--- config.mk ---
export PLATFORM = sky130hd
export DESIGN_NAME = link_queue_controller
export DESIGN_NICKNAME = d
export VERILOG_FILES = /design/src/rtl/link_queue_controller.sv
export SDC_FILE = /design/constraint.sdc
export NUM_CORES = 1
export LEC_CHECK = 0
export ABC_AREA = 1
export CORE_UTILIZATION = 30
export CTS_CLUSTER_SIZE = 28
export DETAILED_ROUTE_END_ITERATION = 6
export DONT_BUFFER_PORTS = 1
export GPL_TIMING_DRIVEN = 0
export PLACE_DENSITY = 0.53
export SYNTH_ARGS = -nofsm -noshare
export SYNTH_HDL_FRONTEND = slang
export SYNTH_SLANG_ARGS = --single-unit
--- constraint.sdc ---
create_clock -name clk -period 2.9 [get_ports clk]
set_input_delay 0.29 -clock clk [delete_from_list [all_inputs] [get_ports clk]]
set_output_delay 0.29 -clock clk [all_outputs]
set_load 0.1 [all_outputs]
--- src/rtl/link_queue_controller.sv ---
// Multi-queue linked-list page manager: one free list plus QUEUE_NUM page queues sharing a next-pointer table.
// Optional occupancy outputs (queue_count, free_count) are enabled by defining LINK_QUEUE_OCCUPANCY_EN.
module link_queue_controller #(
  parameter int unsigned ADDR_WIDTH   = 8,
  parameter int unsigned PAGE_NUM_LOG = 4,
  parameter int unsigned DATA_WIDTH   = 8,
  parameter int unsigned QUEUE_NUM    = 4,
  parameter int unsigned QID_WIDTH    = 2
) (
  input  logic                    clk,
  input  logic                    rst_n,
  input  logic                    cmd_valid,
  output logic                    cmd_ready,
  input  logic                    cmd_write,
  input  logic [QID_WIDTH-1:0]    cmd_queue,
  output logic                    cmd_err,
  output logic                    wr_data_req,
  input  logic [DATA_WIDTH-1:0]   wr_data,
  output logic                    ram_we,
  output logic                    ram_re,
  output logic [ADDR_WIDTH-1:0]   ram_addr,
  output logic [DATA_WIDTH-1:0]   ram_wdata,
  input  logic [DATA_WIDTH-1:0]   ram_rdata,
  output logic                    rd_valid,
  output logic [DATA_WIDTH-1:0]   rd_data,
  output logic [QUEUE_NUM-1:0]    queue_empty,
  output logic                    free_empty
`ifdef LINK_QUEUE_OCCUPANCY_EN
  ,
  output logic [QUEUE_NUM*(PAGE_NUM_LOG+1)-1:0] queue_count,
  output logic [PAGE_NUM_LOG:0]                 free_count
`endif
);

  localparam int unsigned OFS_W = ADDR_WIDTH - PAGE_NUM_LOG;
  localparam int unsigned PAGES = 2 ** PAGE_NUM_LOG;
  localparam int unsigned CNT_W = PAGE_NUM_LOG + 1;

  typedef logic [PAGE_NUM_LOG-1:0] page_t;
  typedef logic [CNT_W-1:0]        cnt_t;
  typedef logic [OFS_W-1:0]        ofs_t;

  typedef enum logic [2:0] {
    S_INIT,
    S_IDLE,
    S_LOOKUP,
    S_STREAM,
    S_LINK
  } state_e;

  state_e                state_q, state_d;
  page_t                 init_cnt_q, init_cnt_d;
  page_t                 page_q, page_d;
  logic [QID_WIDTH-1:0]  qid_q, qid_d;
  logic                  wr_q, wr_d;
  ofs_t                  cnt_q, cnt_d;
  page_t                 nxt_q, nxt_d;
  page_t                 free_head_q, free_head_d;
  page_t                 free_tail_q, free_tail_d;
  cnt_t                  free_cnt_q, free_cnt_d;
  page_t                 head_q [QUEUE_NUM];
  page_t                 head_d [QUEUE_NUM];
  page_t                 tail_q [QUEUE_NUM];
  page_t                 tail_d [QUEUE_NUM];
  cnt_t                  qcnt_q [QUEUE_NUM];
  cnt_t                  qcnt_d [QUEUE_NUM];

  logic                  cmd_ready_q, cmd_ready_d;
  logic                  cmd_err_q, cmd_err_d;
  logic                  wr_data_req_q, wr_data_req_d;
  logic                  ram_we_q, ram_we_d;
  logic                  ram_re_q, ram_re_d;
  logic [ADDR_WIDTH-1:0] ram_addr_q, ram_addr_d;
  logic                  rd_valid_q, rd_valid_d;
  logic [DATA_WIDTH-1:0] rd_data_q, rd_data_d;
  logic [QUEUE_NUM-1:0]  queue_empty_q, queue_empty_d;
  logic                  free_empty_q, free_empty_d;

  // Single-write-port next-pointer table
  page_t                 next_q [PAGES];
  logic                  nt_we;
  page_t                 nt_waddr;
  page_t                 nt_wdata;

  logic                  reject;
  logic                  streaming_d;

  // Next-state, list maintenance and registered-output decode
  always_comb begin
    state_d       = state_q;
    init_cnt_d    = init_cnt_q;
    page_d        = page_q;
    qid_d         = qid_q;
    wr_d          = wr_q;
    cnt_d         = cnt_q;
    nxt_d         = nxt_q;
    free_head_d   = free_head_q;
    free_tail_d   = free_tail_q;
    free_cnt_d    = free_cnt_q;
    head_d        = head_q;
    tail_d        = tail_q;
    qcnt_d        = qcnt_q;
    nt_we         = 1'b0;
    nt_waddr      = '0;
    nt_wdata      = '0;
    cmd_err_d     = 1'b0;
    reject        = 1'b0;

    unique case (state_q)
      S_INIT: begin
        nt_we       = 1'b1;
        nt_waddr    = init_cnt_q;
        nt_wdata    = page_t'(init_cnt_q + page_t'(1));
        free_head_d = '0;
        free_tail_d = page_t'(PAGES - 1);
        free_cnt_d  = cnt_t'(PAGES);
        init_cnt_d  = page_t'(init_cnt_q + page_t'(1));
        if (init_cnt_q == page_t'(PAGES - 1)) begin
          state_d = S_IDLE;
        end
      end
      S_IDLE: begin
        if (cmd_valid) begin
          reject = cmd_write ? (free_cnt_q == '0) : (qcnt_q[cmd_queue] == '0);
          if (reject) begin
            cmd_err_d = 1'b1;
          end else begin
            wr_d    = cmd_write;
            qid_d   = cmd_queue;
            page_d  = cmd_write ? free_head_q : head_q[cmd_queue];
            state_d = S_LOOKUP;
          end
        end
      end
      S_LOOKUP: begin
        nxt_d   = next_q[page_q];
        cnt_d   = '0;
        state_d = S_STREAM;
      end
      S_STREAM: begin
        if (cnt_q == {OFS_W{1'b1}}) begin
          state_d = S_LINK;
        end else begin
          cnt_d = ofs_t'(cnt_q + ofs_t'(1));
        end
      end
      S_LINK: begin
        state_d = S_IDLE;
        if (wr_q) begin
          // Pop the free head, push the page onto the queue tail
          free_head_d   = nxt_q;
          free_cnt_d    = cnt_t'(free_cnt_q - cnt_t'(1));
          qcnt_d[qid_q] = cnt_t'(qcnt_q[qid_q] + cnt_t'(1));
          tail_d[qid_q] = page_q;
          if (qcnt_q[qid_q] == '0) begin
            head_d[qid_q] = page_q;
          end else begin
            nt_we    = 1'b1;
            nt_waddr = tail_q[qid_q];
            nt_wdata = page_q;
          end
        end else begin
          // Pop the queue head, return the page to the free tail
          head_d[qid_q] = nxt_q;
          qcnt_d[qid_q] = cnt_t'(qcnt_q[qid_q] - cnt_t'(1));
          free_cnt_d    = cnt_t'(free_cnt_q + cnt_t'(1));
          free_tail_d   = page_q;
          if (free_cnt_q == '0) begin
            free_head_d = page_q;
          end else begin
            nt_we    = 1'b1;
            nt_waddr = free_tail_q;
            nt_wdata = page_q;
          end
        end
      end
      default: begin
        state_d = S_INIT;
      end
    endcase

    streaming_d   = (state_d == S_STREAM);
    cmd_ready_d   = (state_d == S_IDLE);
    wr_data_req_d = streaming_d && wr_q;
    ram_we_d      = streaming_d && wr_q;
    ram_re_d      = streaming_d && !wr_q;
    ram_addr_d    = streaming_d ? {page_q, cnt_d} : '0;
    rd_valid_d    = ram_re_q;
    rd_data_d     = ram_re_q ? ram_rdata : rd_data_q;
    for (int unsigned i = 0; i < QUEUE_NUM; i++) begin
      queue_empty_d[i] = (qcnt_d[i] == '0);
    end
    free_empty_d  = (free_cnt_d == '0);
  end

  // State and output registers
  always_ff @(posedge clk or negedge rst_n) begin
    if (!rst_n) begin
      state_q       <= S_INIT;
      init_cnt_q    <= '0;
      page_q        <= '0;
      qid_q         <= '0;
      wr_q          <= 1'b0;
      cnt_q         <= '0;
      nxt_q         <= '0;
      free_head_q   <= '0;
      free_tail_q   <= page_t'(PAGES - 1);
      free_cnt_q    <= cnt_t'(PAGES);
      for (int unsigned i = 0; i < QUEUE_NUM; i++) begin
        head_q[i] <= '0;
        tail_q[i] <= '0;
        qcnt_q[i] <= '0;
      end
      cmd_ready_q   <= 1'b0;
      cmd_err_q     <= 1'b0;
      wr_data_req_q <= 1'b0;
      ram_we_q      <= 1'b0;
      ram_re_q      <= 1'b0;
      ram_addr_q    <= '0;
      rd_valid_q    <= 1'b0;
      rd_data_q     <= '0;
      queue_empty_q <= '1;
      free_empty_q  <= 1'b0;
    end else begin
      state_q       <= state_d;
      init_cnt_q    <= init_cnt_d;
      page_q        <= page_d;
      qid_q         <= qid_d;
      wr_q          <= wr_d;
      cnt_q         <= cnt_d;
      nxt_q         <= nxt_d;
      free_head_q   <= free_head_d;
      free_tail_q   <= free_tail_d;
      free_cnt_q    <= free_cnt_d;
      head_q        <= head_d;
      tail_q        <= tail_d;
      qcnt_q        <= qcnt_d;
      cmd_ready_q   <= cmd_ready_d;
      cmd_err_q     <= cmd_err_d;
      wr_data_req_q <= wr_data_req_d;
      ram_we_q      <= ram_we_d;
      ram_re_q      <= ram_re_d;
      ram_addr_q    <= ram_addr_d;
      rd_valid_q    <= rd_valid_d;
      rd_data_q     <= rd_data_d;
      queue_empty_q <= queue_empty_d;
      free_empty_q  <= free_empty_d;
    end
  end

  always_ff @(posedge clk or negedge rst_n) begin
    if (!rst_n) begin
      for (int unsigned i = 0; i < PAGES; i++) begin
        next_q[i] <= '0;
      end
    end else if (nt_we) begin
      next_q[nt_waddr] <= nt_wdata;
    end
  end

  assign cmd_ready   = cmd_ready_q;
  assign cmd_err     = cmd_err_q;
  assign wr_data_req = wr_data_req_q;
  assign ram_we      = ram_we_q;
  assign ram_re      = ram_re_q;
  assign ram_addr    = ram_addr_q;
  assign ram_wdata   = wr_data;
  assign rd_valid    = rd_valid_q;
  assign rd_data     = rd_data_q;
  assign queue_empty = queue_empty_q;
  assign free_empty  = free_empty_q;

`ifdef LINK_QUEUE_OCCUPANCY_EN
  always_comb begin
    queue_count = '0;
    for (int unsigned i = 0; i < QUEUE_NUM; i++) begin
      queue_count[i*CNT_W +: CNT_W] = qcnt_q[i];
    end
  end

  assign free_count = free_cnt_q;
`endif

endmodule

==> results_dict.tcl <==
set metrics [dict create \
    status "finished, violations left" \
    violations "negative hold slack" \
    utilization_pct 35.13 \
    rsz0062_at_grt "no" \
    nets 1120 \
    stdcell_area_sq_um 10110 \
    power_density_nw_per_um2 1018 \
    power_switching_share_pct 47.90 \
    cts_buffer_depth 2 \
    cap_viol_max_count 0 \
    path_clk_slew_ns 0.07 \
    p_clk_share_pct 22.1 \
    finalSetupViolCount 0 \
    clock.fmax_mhz 370.0 \
    grt_remaining_overflow 0 \
    critPathKind "flop to flop" \
    hold_viol_final 177 \
    postRouteWirelength_um 23900 \
    slew_headroom_pct 38.10 \
    first_pass_iters 5 \
    place_worst_setup_slack_ns -0.3552 \
    yosysSeqAreaShare_pct 50.47 \
    synth_area_sq_um 8798 \
    portBuffers 0 \
    worst_path_max_delay_cell "dfrtp_2" \
    worst-path-buf-inv 5 \
    grt_max_degree 178 \
    cp_data_required_time_ns 3.26 \
    chipWidth_um 173.3 \
    insertedDiodeCount 0 \
    synth_fp_nets 1090 \
    start_kind "flop" \
    critical_path.top_delay_family "simple AND/OR/NAND/NOR gates" \
    grt_pass1_vias 7208 \
    synthToLayoutAreaGrowth_pct 14.92 \
    synthCells 1060 \
    path_max_fanout 10 \
    viasPerCell 4.869 \
    postPlaceCellArea_sq_um 9279 \
    synth_ff_type "dfrtp_1" \
    pwr-share-seq_pct 41.0 \
    path_cells "nor2_4 -> inv_1 -> o22ai_1 -> nor2_1 -> o21ai_2 -> inv_1 -> ha_1 -> inv_1 -> nor2_4 -> nand3_4 -> nand3_1 -> nand2_1 -> nand2_2 -> nand2_8 -> inv_4 -> nor2_8 -> buf_6 -> nand3_1 -> nand2_1" \
    clk_latency_ns 0.44 \
    dp_hpwl_um 16720 \
    synth-seq-cells 177 \
    cts.htree.levels 4 \
    netlist-cell-type-count 40 \
    finalSetupTns_ns 0 \
    ys.warnings.count 0 \
    post_drt_wl_per_cell_um 16.08 \
    netSwitchingPower_w 0.004929 \
    avgSynthCellArea_sq_um 8.300 \
    tritoncts "built" \
    layout_commonest_cell "nand2_1" \
    root_buffer "clkbuf_16" \
    total_power_w 0.01029 \
    postCtsHoldBufs 1 \
    dieArea_sq_um 30020 \
    hold_class "input port to asynchronous set/reset pin" \
    grt_pass1_wl_um 39300 \
    grt_usage_pct 16.64 \
    max_stage_delay_ns 0.48 \
    combPwrFrac_pct 36.9 \
    place.gp.congestion 0.8704 \
    holdWs_ns -0.4589 \
    rows 62 \
    drive_above_1_share_pct 14.78 \
    slew_viol_final 0 \
    layout_common_cells "nand2_1 (297), dfrtp_1 (166), o21ai_0 (111)" \
    vdd_ir_drop_max_uv 409.6 \
    dieHeight_um 173.3 \
    dr_total_vias 7240 \
    drc_errors 0 \
    final_antenna_net_count 0 \
    timing.final.crit_share_pct 93.21 \
    start_util_pct 30.57 \
    setup_ws_ns 0.1971 \
    async_flop_share_pct 100.0 \
    synth_edf_count 0 \
    drt_iter0_markers 499 \
    ioPinCount 57 \
    crit_top_cell "inv_1" \
    period_needed_ns 2.703 \
    skew_ns 0.01550 \
    critPathCaptureType "flop" \
    cp_data_arrival_time_ns 3.07 \
    cts_buffers 17 \
    intPower_w 0.005361 \
    p_leak_nw 4.911 \
    antenna_found_initial 0 \
    coreArea_sq_um 28780 \
    clock_sinks 177 \
    tightestPinTransition_ns 0.9285 \
]
[Yosys cell counts, types with 8 or more instances]
library cell | n | share of area, %
o221ai_1 | 14 | 1.4
nor3_1 | 8 | 0.46
nand2_2 | 12 | 0.85
clkbuf_1 | 22 | 0.94
o21ai_0 | 115 | 6.5
nand2_1 | 311 | 13
inv_1 | 86 | 3.7
dfstp_2 | 9 | 2.7
nand3_1 | 70 | 4.0
buf_4 | 14 | 1.2
mux2_2 | 16 | 2.0
nor2_1 | 92 | 3.9
nor2_2 | 10 | 0.71
dfrtp_1 | 168 | 48
a21oi_1 | 30 | 1.7
[path summary, 6_finish.rpt]
path / from / depth (start not counted) / slack (ns) / end
worst max-delay path: qid_q[0]$_DFFE_PN0P_ / 19 / 0.20 / next_q[39]$_DFFE_PN0P_
max in group asynchronous: rst_n / 0 / 3.04 / queue_empty[0]$_DFF_PN1_
worst min-delay path: rst_n / 0 / -0.46 / free_cnt_q[0]$_DFF_PN0_
worst max register to register: qid_q[0]$_DFFE_PN0P_ / 19 / 0.20 / next_q[39]$_DFFE_PN0P_
worst min register to register: next_q[11]$_DFFE_PN0P_ / 2 / 0.47 / next_q[11]$_DFFE_PN0P_
min in group clk: ram_rdata[6] / 1 / 0.01 / rd_data[6]$_DFFE_PN0P_
[timing repair]
action,4_1_cts,5_1_grt
resized for setup,17,33
gates cloned,0,0
setup endpoints to repair,80,83
pin swaps,2,6
hold endpoints to repair,178,177
buffers inserted,3,7
[state kept, by name (all words and copies together), names as in the netlist, 2 cells and up]
name and cells:
next_q 64, qcnt_q 20, head_q 16, tail_q 16
ram_addr 8, rd_data 8, free_cnt_q 5, cnt_q 4
free_head_q 4, free_tail_q 4, init_cnt_q 4, nxt_q 4
page_q 4, queue_empty 4, state_q 3, qid_q 2
[power groups by stage]
stage / Sequential [W] / Combinational, W / Clock [W]
2_1_floorplan: 0.00414 / 0.00246 / 0
3_3_place_gp: 0.00425 / 0.00350 / 0
3_5_place_dp: 0.00426 / 0.00352 / 0
4_1_cts: 0.00422 / 0.00363 / 0.00233
5_1_grt: 0.00429 / 0.00416 / 0.00242
6_report: 0.00422 / 0.00380 / 0.00228
[metrics by stage]
stage,std cells,hold slack (ns)
6_report,1487,-0.4589
5_1_grt,1487,-0.4745
4_1_cts,1480,-0.4689
3_5_place_dp,1444,-0.0005785
3_3_place_gp,1444,-0.0008194
2_1_floorplan,1060,-0.005591
[cell families after synthesis]
family                   share of synthesized area, %
adder cells (fa/ha/maj)                         1.223
AND/OR/NAND/NOR                                 26.86
AO/OA/AOI/OAI                                   11.83
multiplexers                                    2.048
XOR/XNOR                                       0.4977
flip-flops                                      50.47
buffers and inverters                           7.068
[layer usage]
metal  GRT usage [%]  part of all wire [%]  up-vias
met1           22.80                    46     3500
met3           3.158                   5.0       34
li1                -                     -     3508
met4           5.236                   2.2        0
met5               0                     0        -
met2           26.53                    47      198
[layout make-up]
type	instances	area [sq um]
flip-flops and latches	177	4443
repair buffers	11	85.08
fillers	2986	18670
plain buffers	43	275.3
inverters	96	370.4
multi-input cells	744	3881
well taps	384	480.5
clock buffers	22	474.2
clock inverters	10	101.3
Power figures use the tool's default switching activity.
